**src/rtl/divisor_arbitro_if.sv**
```systemverilog
// -----------------------------------------------------------------------------
// divisor_arbitro_if
// Bus between the arbiter and the single shared signed sequential divider
// (Divisor_Algoritmico). Start/Done handshake with operands and results.
//
//   Div_Start  arbiter -> divider  one-cycle start pulse
//   Div_Num    arbiter -> divider  numerator, stable for the whole operation
//   Div_Den    arbiter -> divider  denominator, stable for the whole operation
//   Div_Coc    divider -> arbiter  quotient
//   Div_Res    divider -> arbiter  remainder
//   Div_Done   divider -> arbiter  result valid
//
// Modports: master = arbiter side, slave = divider side.
// -----------------------------------------------------------------------------
interface divisor_arbitro_if #(
    parameter int tamanyo = 32
);
    logic               Div_Start;
    logic [tamanyo-1:0] Div_Num;
    logic [tamanyo-1:0] Div_Den;
    logic [tamanyo-1:0] Div_Coc;
    logic [tamanyo-1:0] Div_Res;
    logic               Div_Done;

    modport master (
        output Div_Start, Div_Num, Div_Den,
        input  Div_Coc, Div_Res, Div_Done
    );

    modport slave (
        input  Div_Start, Div_Num, Div_Den,
        output Div_Coc, Div_Res, Div_Done
    );
endinterface

```
**src/rtl/divisor_arbitro.sv**
```systemverilog
// -----------------------------------------------------------------------------
// divisor_arbitro
// Round-robin arbiter/sequencer sharing one signed sequential divider between
// N_REQ requesters. One request is latched, the divider is started with stable
// operands, Done is awaited under a watchdog, and quotient/remainder are
// returned with a one-cycle one-hot Ack. Division by zero is answered locally
// without starting the divider.
//
// Ports:
//   CLK       clock, rising edge
//   RST       synchronous active-high reset
//   Req       per-requester request level, held until its Ack
//   Num_in    packed numerators,   requester i at [i*tamanyo +: tamanyo]
//   Den_in    packed denominators, same packing
//   Ack       one-hot one-cycle acknowledge; results valid in that cycle
//   Coc_out   quotient
//   Res_out   remainder
//   Err_dz    division by zero (with Ack)
//   Err_to    divider timeout (with Ack)
//   Busy      high in every state except IDLE
//   Grant_id  index of the requester being served
//   div       divider bus (master side)
// -----------------------------------------------------------------------------
module divisor_arbitro #(
    parameter int tamanyo  = 32,
    parameter int N_REQ    = 4,
    parameter int WDOG_CYC = 104
) (
    input  logic                       CLK,
    input  logic                       RST,
    input  logic [N_REQ-1:0]           Req,
    input  logic [N_REQ*tamanyo-1:0]   Num_in,
    input  logic [N_REQ*tamanyo-1:0]   Den_in,
    output logic [N_REQ-1:0]           Ack,
    output logic [tamanyo-1:0]         Coc_out,
    output logic [tamanyo-1:0]         Res_out,
    output logic                       Err_dz,
    output logic                       Err_to,
    output logic                       Busy,
    output logic [$clog2(N_REQ)-1:0]   Grant_id,
    divisor_arbitro_if.master          div
);

    localparam int GW   = $clog2(N_REQ);
    localparam int WD_W = $clog2(WDOG_CYC + 1);
    localparam logic [N_REQ-1:0] ONE_HOT = {{(N_REQ-1){1'b0}}, 1'b1};

    typedef enum logic [1:0] {IDLE, ISSUE, WAIT, RESP} state_t;

    state_t            state;
    logic [GW-1:0]     last;
    logic [WD_W-1:0]   wdog;

    // Unpacked views of the packed operand buses, indexed by requester.
    logic [tamanyo-1:0] num_arr [N_REQ];
    logic [tamanyo-1:0] den_arr [N_REQ];

    for (genvar g = 0; g < N_REQ; g++) begin : g_unpack
        assign num_arr[g] = Num_in[g*tamanyo +: tamanyo];
        assign den_arr[g] = Den_in[g*tamanyo +: tamanyo];
    end

    // Round-robin pick: first set Req bit scanning from last+1, wrapping.
    logic              pick_valid;
    logic [GW-1:0]     pick_idx;
    logic [GW-1:0]     scan_idx;
    logic [tamanyo-1:0] sel_num;
    logic [tamanyo-1:0] sel_den;

    // NOTE: every always_comb output gets a default before any branch, so no
    // path leaves a value unassigned and no latch is inferred.
    always_comb begin
        pick_valid = 1'b0;
        pick_idx   = '0;
        scan_idx   = '0;
        for (int k = 1; k <= N_REQ; k++) begin
            scan_idx = GW'((int'(last) + k) % N_REQ);
            if (!pick_valid && Req[scan_idx]) begin
                pick_valid = 1'b1;
                pick_idx   = scan_idx;
            end
        end
        sel_num = num_arr[pick_idx];
        sel_den = den_arr[pick_idx];
    end

    // NOTE: all state and outputs are updated with non-blocking assignments so
    // every register samples values from before the edge, independent of
    // statement order.
    always_ff @(posedge CLK) begin
        if (RST) begin
            state         <= IDLE;
            last          <= GW'(N_REQ - 1);
            wdog          <= '0;
            Ack           <= '0;
            Coc_out       <= '0;
            Res_out       <= '0;
            Err_dz        <= 1'b0;
            Err_to        <= 1'b0;
            Busy          <= 1'b0;
            Grant_id      <= '0;
            div.Div_Start <= 1'b0;
            div.Div_Num   <= '0;
            div.Div_Den   <= '0;
        end else begin
            case (state)
                IDLE: begin
                    if (pick_valid) begin
                        Grant_id    <= pick_idx;
                        div.Div_Num <= sel_num;
                        div.Div_Den <= sel_den;
                        Busy        <= 1'b1;
                        if (sel_den == '0) begin
                            // Answered locally; the divider is never started.
                            state   <= RESP;
                            Ack     <= ONE_HOT << pick_idx;
                            Err_dz  <= 1'b1;
                            Err_to  <= 1'b0;
                            Coc_out <= '0;
                            Res_out <= '0;
                        end else begin
                            state         <= ISSUE;
                            div.Div_Start <= 1'b1;
                        end
                    end
                end

                ISSUE: begin
                    div.Div_Start <= 1'b0;
                    wdog          <= WD_W'(WDOG_CYC);
                    state         <= WAIT;
                end

                WAIT: begin
                    // Done is checked first so it wins over a same-cycle expiry.
                    if (div.Div_Done) begin
                        state   <= RESP;
                        Ack     <= ONE_HOT << Grant_id;
                        Coc_out <= div.Div_Coc;
                        Res_out <= div.Div_Res;
                        Err_dz  <= 1'b0;
                        Err_to  <= 1'b0;
                    end else begin
                        wdog <= wdog - 1'b1;
                        if (wdog <= WD_W'(1)) begin
                            state   <= RESP;
                            Ack     <= ONE_HOT << Grant_id;
                            Coc_out <= '0;
                            Res_out <= '0;
                            Err_dz  <= 1'b0;
                            Err_to  <= 1'b1;
                        end
                    end
                end

                RESP: begin
                    Ack    <= '0;
                    Err_dz <= 1'b0;
                    Err_to <= 1'b0;
                    Busy   <= 1'b0;
                    last   <= Grant_id;
                    state  <= IDLE;
                end

                default: state <= IDLE;
            endcase
        end
    end

endmodule
```
**src/flat_wrapper.sv**
```systemverilog
// flat-port wrapper written by rule: the top's interface ports become plain ports
module divisor_arbitro_flat 
#(
    parameter int tamanyo  = 32,
    parameter int N_REQ    = 4,
    parameter int WDOG_CYC = 104
)
  (CLK, RST, Req, Num_in, Den_in, Ack, Coc_out, Res_out, Err_dz, Err_to, Busy, Grant_id, div_Div_Start, div_Div_Num, div_Div_Den, div_Div_Coc, div_Div_Res, div_Div_Done);
  divisor_arbitro_if #(.tamanyo(tamanyo)) div_i ();
  input  logic CLK;
  input  logic RST;
  input  logic [N_REQ-1:0] Req;
  input  logic [N_REQ*tamanyo-1:0] Num_in;
  input  logic [N_REQ*tamanyo-1:0] Den_in;
  output logic [N_REQ-1:0] Ack;
  output logic [tamanyo-1:0] Coc_out;
  output logic [tamanyo-1:0] Res_out;
  output logic Err_dz;
  output logic Err_to;
  output logic Busy;
  output logic [$clog2(N_REQ)-1:0] Grant_id;
  output wire logic [$bits(div_i.Div_Start)-1:0] div_Div_Start;
  output wire logic [$bits(div_i.Div_Num)-1:0] div_Div_Num;
  output wire logic [$bits(div_i.Div_Den)-1:0] div_Div_Den;
  input wire logic [$bits(div_i.Div_Coc)-1:0] div_Div_Coc;
  input wire logic [$bits(div_i.Div_Res)-1:0] div_Div_Res;
  input wire logic [$bits(div_i.Div_Done)-1:0] div_Div_Done;
  assign div_Div_Start = div_i.Div_Start;
  assign div_Div_Num = div_i.Div_Num;
  assign div_Div_Den = div_i.Div_Den;
  assign div_i.Div_Coc = div_Div_Coc;
  assign div_i.Div_Res = div_Div_Res;
  assign div_i.Div_Done = div_Div_Done;
  divisor_arbitro #(.tamanyo(tamanyo), .N_REQ(N_REQ), .WDOG_CYC(WDOG_CYC)) u_core (.CLK(CLK), .RST(RST), .Req(Req), .Num_in(Num_in), .Den_in(Den_in), .Ack(Ack), .Coc_out(Coc_out), .Res_out(Res_out), .Err_dz(Err_dz), .Err_to(Err_to), .Busy(Busy), .Grant_id(Grant_id), .div(div_i));
endmodule
```
**config.mk**
```make
export PLATFORM = sky130hd
export DESIGN_NAME = divisor_arbitro_flat
export DESIGN_NICKNAME = d
export VERILOG_FILES = /design/src/rtl/divisor_arbitro_if.sv /design/src/rtl/divisor_arbitro.sv /design/src/flat_wrapper.sv
export SDC_FILE = /design/constraint.sdc
export NUM_CORES = 1
export LEC_CHECK = 0
export ABC_AREA = 0
export CAP_MARGIN = 20
export CORE_UTILIZATION = 26
export DETAILED_ROUTE_END_ITERATION = 10
export PLACE_DENSITY = 0.57
export SETUP_SLACK_MARGIN = 0.05
export SLEW_MARGIN = 20
export SYNTH_ARGS = -nofsm -noshare
export SYNTH_HDL_FRONTEND = slang
export SYNTH_SLANG_ARGS = --single-unit
```
**constraint.sdc**
```tcl
create_clock -name CLK -period 5.9 [get_ports CLK]
set_input_delay 0.885 -clock CLK [delete_from_list [all_inputs] [get_ports CLK]]
set_output_delay 0.885 -clock CLK [all_outputs]
set_load 0.005 [all_outputs]
```
==> results of run 1 <==
[metal layers]
| metal | vias up | global-route usage [%] | routed length (um) | share of wire [%] |
|---|---|---|---|---|
| met4 | 2 | 9.38 | 1830 | 3.9 |
| met3 | 72 | 5.05 | 2760 | 5.9 |
| li1 | 5976 | - | - | - |
| met2 | 417 | 40.2 | 23000 | 49 |
| met1 | 5859 | 26.0 | 18900 | 41 |
| met5 | - | 0 | 17 | 0.037 |
[tightest hold or removal path, stage by stage, from the launching register on]
cell	delay (ns)
dfxtp_1	0.31
nand2_1	0.05
a21oi_1	0.05
[final timing paths]
| path | endpoint | slack (ns) | depth (start not counted) |
|---|---|---|---|
| worst max-delay path | u_core.Err_dz | 1.51 | 12 |
| worst min-delay path | u_core.div.Div_Den[25] | 0.45 | 2 |
| worst max register to register | u_core.Err_dz | 2.07 | 11 |
| worst min register to register | u_core.div.Div_Den[25] | 0.45 | 2 |
[final cells by class]
cell class | instances | share of cell area [%]
Multi-Input combinational cell | 1210 | 42.5
Timing Repair Buffer | 487 | 30.6
Sequential cell | 149 | 18.8
Tap cell | 518 | 4.08
Clock buffer | 19 | 2.79
Clock inverter | 13 | 1.09
Inverter | 6 | 0.142
Antenna cell | 2 | 0.0315
[power groups by stage]
stage               clock (mW)  combinational (mW)  sequential (mW)
floorplan                    0               0.683             1.20
global placement             0                1.42             1.21
detailed placement           0                1.42             1.21
CTS                       1.21                1.43             1.19
global route              1.25                1.53             1.20
finish                    1.17                1.41             1.19
[cells in the final DEF (no fill, tap or decap), drive strengths merged, types with 18 or more instances in the layout]
cell and count:
o21ai 70, a311oi 19, a21oi 79, nand2b 77, a211o 66, dfxtp 149
nand3 150, clkbuf 19, buf 24, clkdlybuf4s50 463, nor2 55, nor3 18
nand4 77, mux2i 70, and3 19, nand2 392, nor2b 69
[sequential cells by signal, summed over array words and instances, names as in the netlist, 2 cells and up]
| name | count |
|---|---|
| u_core.Res_out | 32 |
| u_core.Coc_out | 32 |
| u_core.wdog | 7 |
| u_core.div.Div_Num | 32 |
| u_core.last | 2 |
| u_core.div.Div_Den | 32 |
| u_core.state | 2 |
| u_core.Grant_id | 2 |
| u_core.Ack | 4 |
[kinds of logic (layout without fill, tap and decap cells)]
kind of cell | Yosys count | count (layout)
xor+xnor | 3 | 3
compound gates | 245 | 245
other cells | 0 | 2
simple gates | 883 | 883
fa+ha+maj | 6 | 6
buf+inv | 148 | 525
mux | 73 | 73
flops | 149 | 149
[per-stage QoR]
| step | hold WS (ns) | setup slack, ns | util, % |
|---|---|---|---|
| finish | 0.454 | 1.51 | 41.0 |
| global route | 0.475 | 1.26 | 41.0 |
| CTS | 0.455 | 1.55 | 40.9 |
| detailed placement | 0.448 | 1.07 | 39.3 |
| global placement | 0.443 | 1.09 | 39.3 |
| floorplan | 0.453 | 2.25 | - |
==> results.txt, run 1 <==
----------------------------------------------------
[Run status]
  Status ... finished clean

[Power and ir drop]
  Net Sw Power ... 1.37 mW
  Design Power ... 3.77 mW
  Internal power ... 2.41 mW
  Switching share of power ... 36.2%
  Part of the total power dissipated in the clock network ... 31.0%
  Maximum VDD drop ... 0.000185 V
  Reported leakage power ... 6.02 nW
  Gate power share ... 37.5%
  Power per cell area ... 238 nW/um2
  Relative contribution of sequential cells to total power ... 31.5%

[Floorplan]
  Area of the die ... 40200 um2
  Site row count ... 72
  Num ports ... 465
  Initial standard-cell utilization of the core ... 26.4%
  Floorplan Core Area ... 38700 um2
  Die Y ... 200 um
  DIE WIDTH ... 200 um

[Synth]
  Synth cell types ... 46
  Synth area leaders ... dfxtp_1 29%, nand2_1 14%, nand3_1 7.3%
  Post-Synth Adder-Cell Area ... 0.733%
  Per-instance average area after synthesis ... 6.79 um2
  Most used flip-flop cell after synthesis ... dfxtp_1
  Number of enable-type register cells in the synthesized netlist ... 0
  Count of state elements after synthesis ... 149
  Post-Synth Simple-Gate Area ... 41.3%
  Ys async rst share ... 0%
  Multiplexer fraction of the synthesized cell area ... 7.29%
  Compound-gate portion of the synthesized area ... 15.6%
  Seq/Total Area, Yosys ... 29.1%
  Most frequent cell after synthesis ... nand2_1
  Synthesized Nets ... 1840
  Area leader, netlist ... dfxtp_1
  Post-Synthesis Cells ... 1507
  Netlist Area Pre-Place ... 10200 um2
  Most numerous cell types in the synthesized netlist ... 392 x nand2_1, 150 x nand3_1, 149 x dfxtp_1
  Dominant combinational cell family by area after synthesis ... simple AND/OR/NAND/NOR gates
  Parity-gate share of the synthesized area counting xor and xnor cells ... 0.257%
  Area share of the leading cell type in the synthesized netlist ... 29.1%
  Synth warn ... 0

[Clock network]
  Number of sinks on the clock net ... 149
  Clock Path Buffers ... 2
  Clock transition time at the flip-flop clock pins of the worst setup and hold paths ... 0.07 ns
  Number of gates resized after CTS ... 0
  Num CTS Buffers ... 17
  H-tree levels ... 4
  Number of buffers inserted by hold repair at cts ... 0
  Master cell of the clock root buffer ... clkbuf_16
  Clock latency at the later pin of the worst-skew pair ... 0.44 ns
  CTS tree ... done
  Setup repair bufs after CTS ... 0

[STA]
  Slew Limit Fails ... 0
  Max-slew headroom ... 37.1%
  Final Setup Violations ... 0
  Unrepaired setup endpoints after global routing ... false
  Highest attainable clock frequency ... 0.228 GHz
  Setup_tns ... 0 ns
  Final setup skew ... 0.0116 ns
  Post-layout minimum cycle time ... 4.39 ns
  Slew at the pin with the worst max-slew slack ... 0.944 ns
  Period utilization ... 74.4%
  Final hold vios ... 0

[Worst setup path]
  Critical path class ... in2reg
  CP max stage cell ... clkdlybuf4s50_1
  Maximum fanout count along the critical path ... 68
  Startpoint of the most critical register-to-register path ... u_core.last[1]
  Worst path arrival time ... 4.71 ns
  Buffers plus inverters on the worst setup path ... 3
  Startpoint types ... primary input
  Kind of cell adding the most delay to the critical path ... buffers and inverters
  Critical Path End Type ... flop
  Largest stage delay, worst path ... 0.53 ns
  Beginning of the critical path ... Req[1]
  Cells along the critical path ... clkdlybuf4s50_1 -> nor3b_1 -> a311o_2 -> buf_4 -> nand4_1 -> a21oi_1 -> or2_2 -> nand4b_1 -> nor4_4 -> buf_12 -> o21ai_2 -> mux2_1
  Required arrival time at the worst endpoint ... 6.22 ns

[Global routing]
  Antenna violations before repair ... 3
  Aggregate global-route resource usage ... 22.6%
  Via count of the first global-routing pass ... 12195
  Pin count of the biggest net entering global routing ... 121
  Global-route wire length before repair ... 70900 um
  Global route overflow ... 0

[Final layout]
  Area taken by multi-input logic gates ... 6750 um2
  Net count, final ... 2204
  Fraction of layout cells with a size suffix above 1 ... 3.72%
  Final std cells w/o fill ... 2404
  Fill cell count ... 4088
  Relative area change from synthesis to final layout ... 55.2%
  Sequential standard cell area ... 2980 um2
  Area of all placed cells without fillers ... 15900 um2

[Detailed routing]
  Per-cell routed wire length ... 19.3 um
  # DRC ... 0
  Final Routed Wirelength ... 46500 um
  Vias per cell ... 5.13
  First drt pass iteration count ... 5
  Residual antenna-violating net count after detailed routing ... 0
  Number of design-rule violations left by the first detailed-router iteration ... 692
  Via count ... 12326

[Placement]
  Cell count after placement ... 2368
  Port Buffers ... 464
  Routability congestion estimate ... 0.917
  HPWL after DPL ... 34100 um
  Area after DPL ... 15200 um2

[Hold path]
  Start point of the worst hold path ... u_core.div.Div_Den[25]
  Worst min path class ... reg2reg

[Flow run]
  Number of max-capacitance violations reported ... 0

----------------------------------------------------
No activity file was read; power rests on OpenSTA's default activity.
==> inputs of run 2 (changes only) <==
PLACE_DENSITY = 0.59   (was 0.57)
clock period = 3.9 ns   (was 5.9 ns; I/O delays follow)
==> results.txt, run 2 (same netlist as run 1, synthesis figures left out) <==
----------------------------------------------------
[Clock network]
  H-tree levels ... 4 (unchanged)
  Setup repair bufs after CTS ... 0 (unchanged)
  Number of buffers inserted by hold repair at cts ... 0 (unchanged)
  Clock Path Buffers ... 2 (unchanged)
  Clock transition time at the flip-flop clock pins of the worst setup and hold paths ... 0.06 ns (about the same)
  Clock latency at the later pin of the worst-skew pair ... 0.44 ns (about the same)
  Master cell of the clock root buffer ... clkbuf_16
  Num CTS Buffers ... 17 (unchanged)
  CTS tree ... done
  Number of sinks on the clock net ... 149 (unchanged)
  Number of gates resized after CTS ... 0 (unchanged)

[Worst setup path]
  Maximum fanout count along the critical path ... 14 (-79%)
  Buffers plus inverters on the worst setup path ... 3 (unchanged)
  Largest stage delay, worst path ... 0.60 ns (+0.07 ns)
  Critical Path End Type ... flop
  Required arrival time at the worst endpoint ... 4.22 ns (-2.00 ns)
  Startpoint types ... primary input
  Cells along the critical path ... clkdlybuf4s50_1 -> or2_1 -> a311o_2 -> nand3_1 -> nand4_1 -> or4_1 -> nor4_4 -> buf_12 -> buf_12 -> mux2i_1 -> a211o_1
  Critical path class ... in2reg
  Most numerous cell on the critical path ... buf_12
  Kind of cell adding the most delay to the critical path ... simple AND/OR/NAND/NOR gates
  CP max stage cell ... or4_1
  Worst path arrival time ... 3.86 ns (-0.85 ns)

[STA]
  Period utilization ... 90.7%
  Final setup skew ... 0.00894 ns (-0.00267 ns)
  Final worst slack ... 0.361 ns (-1.15 ns)
  Setup_tns ... 0 ns (unchanged)
  Final Setup Violations ... 0 (unchanged)
  Slew at the pin with the worst max-slew slack ... 0.964 ns (+0.0204 ns)
  Final hold vios ... 0 (unchanged)
  Max-slew headroom ... 35.5% (-1.6 points)
  Slew Limit Fails ... 0 (unchanged)
  Highest attainable clock frequency ... 0.283 GHz
  Post-layout minimum cycle time ... 3.54 ns
  Unrepaired setup endpoints after global routing ... false

[Floorplan]
  Site row count ... 72 (unchanged)
  DIE WIDTH ... 200 um (unchanged)
  Initial standard-cell utilization of the core ... 26.4% (unchanged)
  Die Y ... 200 um (unchanged)
  Area of the die ... 40200 um2 (unchanged)
  Floorplan Core Area ... 38700 um2 (unchanged)
  Num ports ... 465 (unchanged)

[Global routing]
  Pin count of the biggest net entering global routing ... 129 (+6.6%)
  Via count of the first global-routing pass ... 12236 (+0.34%)
  Global-route wire length before repair ... 70600 um (-0.32%)
  Aggregate global-route resource usage ... 22.5% (-0.083 points)
  Antenna violations before repair ... 4 (+1)
  Global route overflow ... 0 (unchanged)

[Final layout]
  Relative area change from synthesis to final layout ... 58.5%
  Net count, final ... 2236 (+1.5%)
  Final std cells w/o fill ... 2435 (+1.3%)
  Leading cell type in the layout, fill and taps excluded ... clkdlybuf4s50_1
  Fraction of layout cells with a size suffix above 1 ... 5.38% (+1.7 points)
  Most frequent cells in the layout ... 463 x clkdlybuf4s50_1, 391 x nand2_1, 149 x nand3_1, 149 x dfxtp_1, 78 x a21oi_1

[Detailed routing]
  Per-cell routed wire length ... 19.2 um (-0.48%)
  Via count ... 12450 (+1.0%)
  First drt pass iteration count ... 6 (+1)
  Vias per cell ... 5.11 (-0.28%)
  Number of design-rule violations left by the first detailed-router iteration ... 707 (+2.2%)
  # DRC ... 0 (unchanged)
  Residual antenna-violating net count after detailed routing ... 0 (unchanged)
  Final Routed Wirelength ... 46800 um (+0.80%)

[Placement]
  Port Buffers ... 464 (unchanged)
  Worst slack at placement ... -0.0703 ns (-1.15 ns)
  Routability congestion estimate ... 1.00 (+9.4%)
  Cell count after placement ... 2402 (+1.4%)
  HPWL after DPL ... 35300 um (+3.5%)

[Power and ir drop]
  Reported leakage power ... 6.21 nW (+3.1%)
  Maximum VDD drop ... 0.000249 V (+35%)
  Power per cell area ... 356 nW/um2 (+50%)

[Flow run]
  Number of max-capacitance violations reported ... 0 (unchanged)

[Hold path]
  Worst min path class ... reg2reg

[Run status]
  Status ... finished clean

----------------------------------------------------
-- run 2: metal layers --
layer | vias to the layer above | GRT usage, % | wire length (um)
met1 | 5852 | 26.5 | 19300
li1 | 6040 | - | -
met4 | 2 | 10.2 | 1770
met5 | - | 0 | 13
met3 | 75 | 5.26 | 3090
met2 | 481 | 38.9 | 22700
-- run 2: stage by stage --
step                hold WS (ns)  power [mW]  cell area [um2]  util (%)
floorplan                  0.453        2.85            10200         -
global placement           0.443        4.02            15600      40.3
detailed placement         0.447        4.03            15600      40.3
CTS                        0.456        5.84            16200      41.9
global route               0.480        6.08            16200      41.9
finish                     0.454        5.77            16200      41.9
-- run 2: worst register-to-register path: stages (launching register included) --
cell and delay [ns]:
dfxtp_1 0.40, nor3b_1 0.32, buf_4 0.18, a311oi_4 0.04, buf_4 0.23, nand3_1 0.10
nand4_1 0.13, or4_1 0.60, nor4_4 0.36, buf_12 0.22, buf_12 0.19, mux2i_1 0.10
a211o_1 0.27
-- run 2: final timing paths --
| path | start | endpoint | slack [ns] | depth (start not counted) |
|---|---|---|---|---|
| max reg2reg | u_core.last[1] | u_core.Coc_out[27] | 0.67 | 12 |
| min | u_core.div.Div_Den[19] | u_core.div.Div_Den[19] | 0.45 | 2 |
| min reg2reg | u_core.div.Div_Den[19] | u_core.div.Div_Den[19] | 0.45 | 2 |
| max | Req[1] | u_core.Coc_out[27] | 0.36 | 11 |
-- run 2: layout make-up --
| class | count | area (um2) |
|---|---|---|
| fill | 3996 | 22500 |
| multi-input combinational | 1210 | 6750 |
| timing repair buffer | 519 | 5190 |
| sequential | 149 | 2980 |
| tap | 518 | 648 |
| clock buffer | 21 | 470 |
| clock inverter | 11 | 148 |
| inverter | 6 | 22.5 |
| antenna | 1 | 2.50 |
-- run 2: report_power, final --
part,internal [mW],total [mW],switching [mW]
Sequential,1.69,1.80,0.111
Combinational,0.969,2.20,1.23
Clock,1.06,1.78,0.716
Total,3.72,5.77,2.06
==> inputs of run 3 (changes only) <==
SLEW_MARGIN = 30   (was 20)
==> results.txt, run 3 (same netlist as run 1, synthesis figures left out) <==
----------------------------------------------------
[STA]
  Final hold vios ... 0 (unchanged)
  Slew at the pin with the worst max-slew slack ... 0.893 ns (-0.0710 ns)
  Period utilization ... 90.8% (+0.092 points)
  Setup_tns ... 0 ns (unchanged)
  Final setup skew ... 0.00902 ns (+0.0000823 ns)
  Slew Limit Fails ... 0 (unchanged)
  Final worst hold slack ... 0.454 ns (-0.00000800 ns)
  Max-slew headroom ... 40.5% (+5.0 points)
  Post-layout minimum cycle time ... 3.54 ns (+0.00360 ns)
  Final Setup Violations ... 0 (unchanged)
  Highest attainable clock frequency ... 0.282 GHz (-0.10%)
  Unrepaired setup endpoints after global routing ... false
  Final worst slack ... 0.357 ns (-0.00360 ns)

[Worst setup path]
  Last element of the critical path ... u_core.Coc_out[27]
  Kind of cell adding the most delay to the critical path ... simple AND/OR/NAND/NOR gates
  Largest stage delay, worst path ... 0.60 ns (about the same)
  Critical Path End Type ... flop
  R2R depth ... 12 (unchanged)
  Number of logic stages on the critical path including buffering ... 11 (unchanged)
  Setup slack on the worst flop-to-flop path ... 0.67 ns (about the same)
  Startpoint of the most critical register-to-register path ... u_core.last[1]
  Most numerous cell on the critical path ... buf_12
  Startpoint types ... primary input
  Critical path class ... in2reg
  CP max stage cell ... or4_1
  Cells along the critical path ... clkdlybuf4s50_1 -> or2_1 -> a311o_2 -> nand3_1 -> nand4_1 -> or4_1 -> nor4_4 -> buf_12 -> buf_12 -> mux2i_1 -> a211o_1
  Required arrival time at the worst endpoint ... 4.22 ns (about the same)
  Worst path arrival time ... 3.86 ns (about the same)
  Buffers plus inverters on the worst setup path ... 3 (unchanged)
  Maximum fanout count along the critical path ... 14 (unchanged)
  Beginning of the critical path ... Req[1]
  R2R Path End ... u_core.Coc_out[27]

[Clock network]
  Setup repair bufs after CTS ... 0 (unchanged)
  Clock Path Buffers ... 2 (unchanged)
  Num CTS Buffers ... 17 (unchanged)
  Master cell of the clock root buffer ... clkbuf_16
  H-tree levels ... 4 (unchanged)
  Clock latency at the later pin of the worst-skew pair ... 0.44 ns (about the same)
  Number of gates resized after CTS ... 0 (unchanged)
  Clock transition time at the flip-flop clock pins of the worst setup and hold paths ... 0.06 ns (about the same)
  Number of sinks on the clock net ... 149 (unchanged)
  Number of buffers inserted by hold repair at cts ... 0 (unchanged)
  CTS tree ... done

[Floorplan]
  DIE WIDTH ... 200 um (unchanged)
  Site row count ... 72 (unchanged)
  Floorplan Core Area ... 38700 um2 (unchanged)
  Num ports ... 465 (unchanged)
  Die Y ... 200 um (unchanged)
  Initial standard-cell utilization of the core ... 26.4% (unchanged)
  Area of the die ... 40200 um2 (unchanged)

[Flow run]
  Number of max-capacitance violations reported ... 0 (unchanged)

[Global routing]
  Antenna violations before repair ... 4 (unchanged)
  Global route overflow ... 0 (unchanged)
  Aggregate global-route resource usage ... 22.5% (unchanged)
  Via count of the first global-routing pass ... 12236 (unchanged)
  Global-route wire length before repair ... 70600 um (unchanged)
  Pin count of the biggest net entering global routing ... 129 (unchanged)

[Final layout]
  Net count, final ... 2236 (unchanged)
  Leading cell type in the layout, fill and taps excluded ... clkdlybuf4s50_1
  Area of all placed cells without fillers ... 16200 um2 (about the same)
  Relative area change from synthesis to final layout ... 58.5% (about the same)
  Fraction of layout cells with a size suffix above 1 ... 5.38% (unchanged)
  Most frequent cells in the layout ... 463 x clkdlybuf4s50_1, 391 x nand2_1, 149 x nand3_1, 149 x dfxtp_1, 78 x a21oi_1

[Detailed routing]
  Residual antenna-violating net count after detailed routing ... 0 (unchanged)
  Via count ... 12446 (-0.032%)
  # DRC ... 0 (unchanged)
  Number of design-rule violations left by the first detailed-router iteration ... 701 (-0.85%)
  Vias per cell ... 5.11 (about the same)
  Final Routed Wirelength ... 46800 um (about the same)
  Per-cell routed wire length ... 19.2 um (about the same)
  First drt pass iteration count ... 5 (-1)

[Power and ir drop]
  Relative contribution of sequential cells to total power ... 31.2% (about the same)
  Part of the total power dissipated in the clock network ... 30.8% (about the same)
  Maximum VDD drop ... 0.000249 V (-0.16%)
  Reported leakage power ... 6.22 nW (+0.16%)
  Internal power ... 3.72 mW (about the same)
  Gate power share ... 38.0% (about the same)
  Switching share of power ... 35.6% (about the same)
  Net Sw Power ... 2.06 mW (about the same)
  Design Power ... 5.77 mW (about the same)
  Power per cell area ... 356 nW/um2 (about the same)

[Hold path]
  Worst min path class ... reg2reg
  Cell depth of the worst min-delay path ... 2 (unchanged)

[Placement]
  HPWL after DPL ... 35300 um (unchanged)
  Area after DPL ... 15600 um2 (unchanged)
  Worst slack at placement ... -0.0703 ns (unchanged)
  Port Buffers ... 464 (unchanged)
  Routability congestion estimate ... 1.00 (unchanged)

[Run status]
  Status ... finished clean

----------------------------------------------------
## run 3: worst register-to-register path: stages, from the launching register on
cell      delay (ns)
dfxtp_1         0.40
nor3b_1         0.32
buf_4           0.18
a311oi_4        0.04
buf_4           0.23
nand3_1         0.10
nand4_1         0.13
or4_1           0.60
nor4_4          0.36
buf_12          0.22
buf_12          0.19
mux2i_1         0.10
a211o_1         0.27
## run 3: area by class of cell
| cell class | instances | area, um2 |
|---|---|---|
| fill | 3996 | 22500 |
| multi-input combinational | 1210 | 6760 |
| timing repair buffer | 519 | 5190 |
| sequential | 149 | 2980 |
| tap | 518 | 648 |
| clock buffer | 21 | 470 |
| clock inverter | 11 | 148 |
| inverter | 6 | 22.5 |
| antenna | 1 | 2.50 |
## run 3: routing by layer
layer	vias to the layer above	GRT usage [%]	part of all wire [%]
li1	6041	-	-
met1	5845	26.5	41
met2	485	38.9	48
met3	73	5.26	6.7
met4	2	10.2	3.8
met5	-	0	0.028
## run 3: how the worst min path moves through the flow
| stage | from | slack [ns] | endpoint |
|---|---|---|---|
| detailed placement | u_core.div.Div_Num[5] | 0.45 | u_core.div.Div_Num[5] |
| floorplan | u_core.div.Div_Den[19] | 0.45 | u_core.div.Div_Den[19] |
| CTS | u_core.div.Div_Num[5] | 0.46 | u_core.div.Div_Num[5] |
| global route | u_core.div.Div_Num[3] | 0.48 | u_core.div.Div_Num[3] |
| global placement | u_core.div.Div_Num[29] | 0.44 | u_core.div.Div_Num[29] |
| finish | u_core.div.Div_Den[19] | 0.45 | u_core.div.Div_Den[19] |
## run 3: power by group through the flow
stage / clock network [mW] / registers [mW] / logic (mW)
floorplan: 0 / 1.82 / 1.03
global placement: 0 / 1.83 / 2.19
detailed placement: 0 / 1.83 / 2.20
CTS: 1.83 / 1.80 / 2.21
global route: 1.88 / 1.82 / 2.38
finish: 1.78 / 1.80 / 2.20
## run 3: stage by stage
stage                     utilization (%)  cells
after global placement               40.3   2402
after global routing                 41.9   2435
after CTS                            41.9   2434
after floorplan                         -   1507
after detailed placement             40.3   2402
final                                41.9   2435
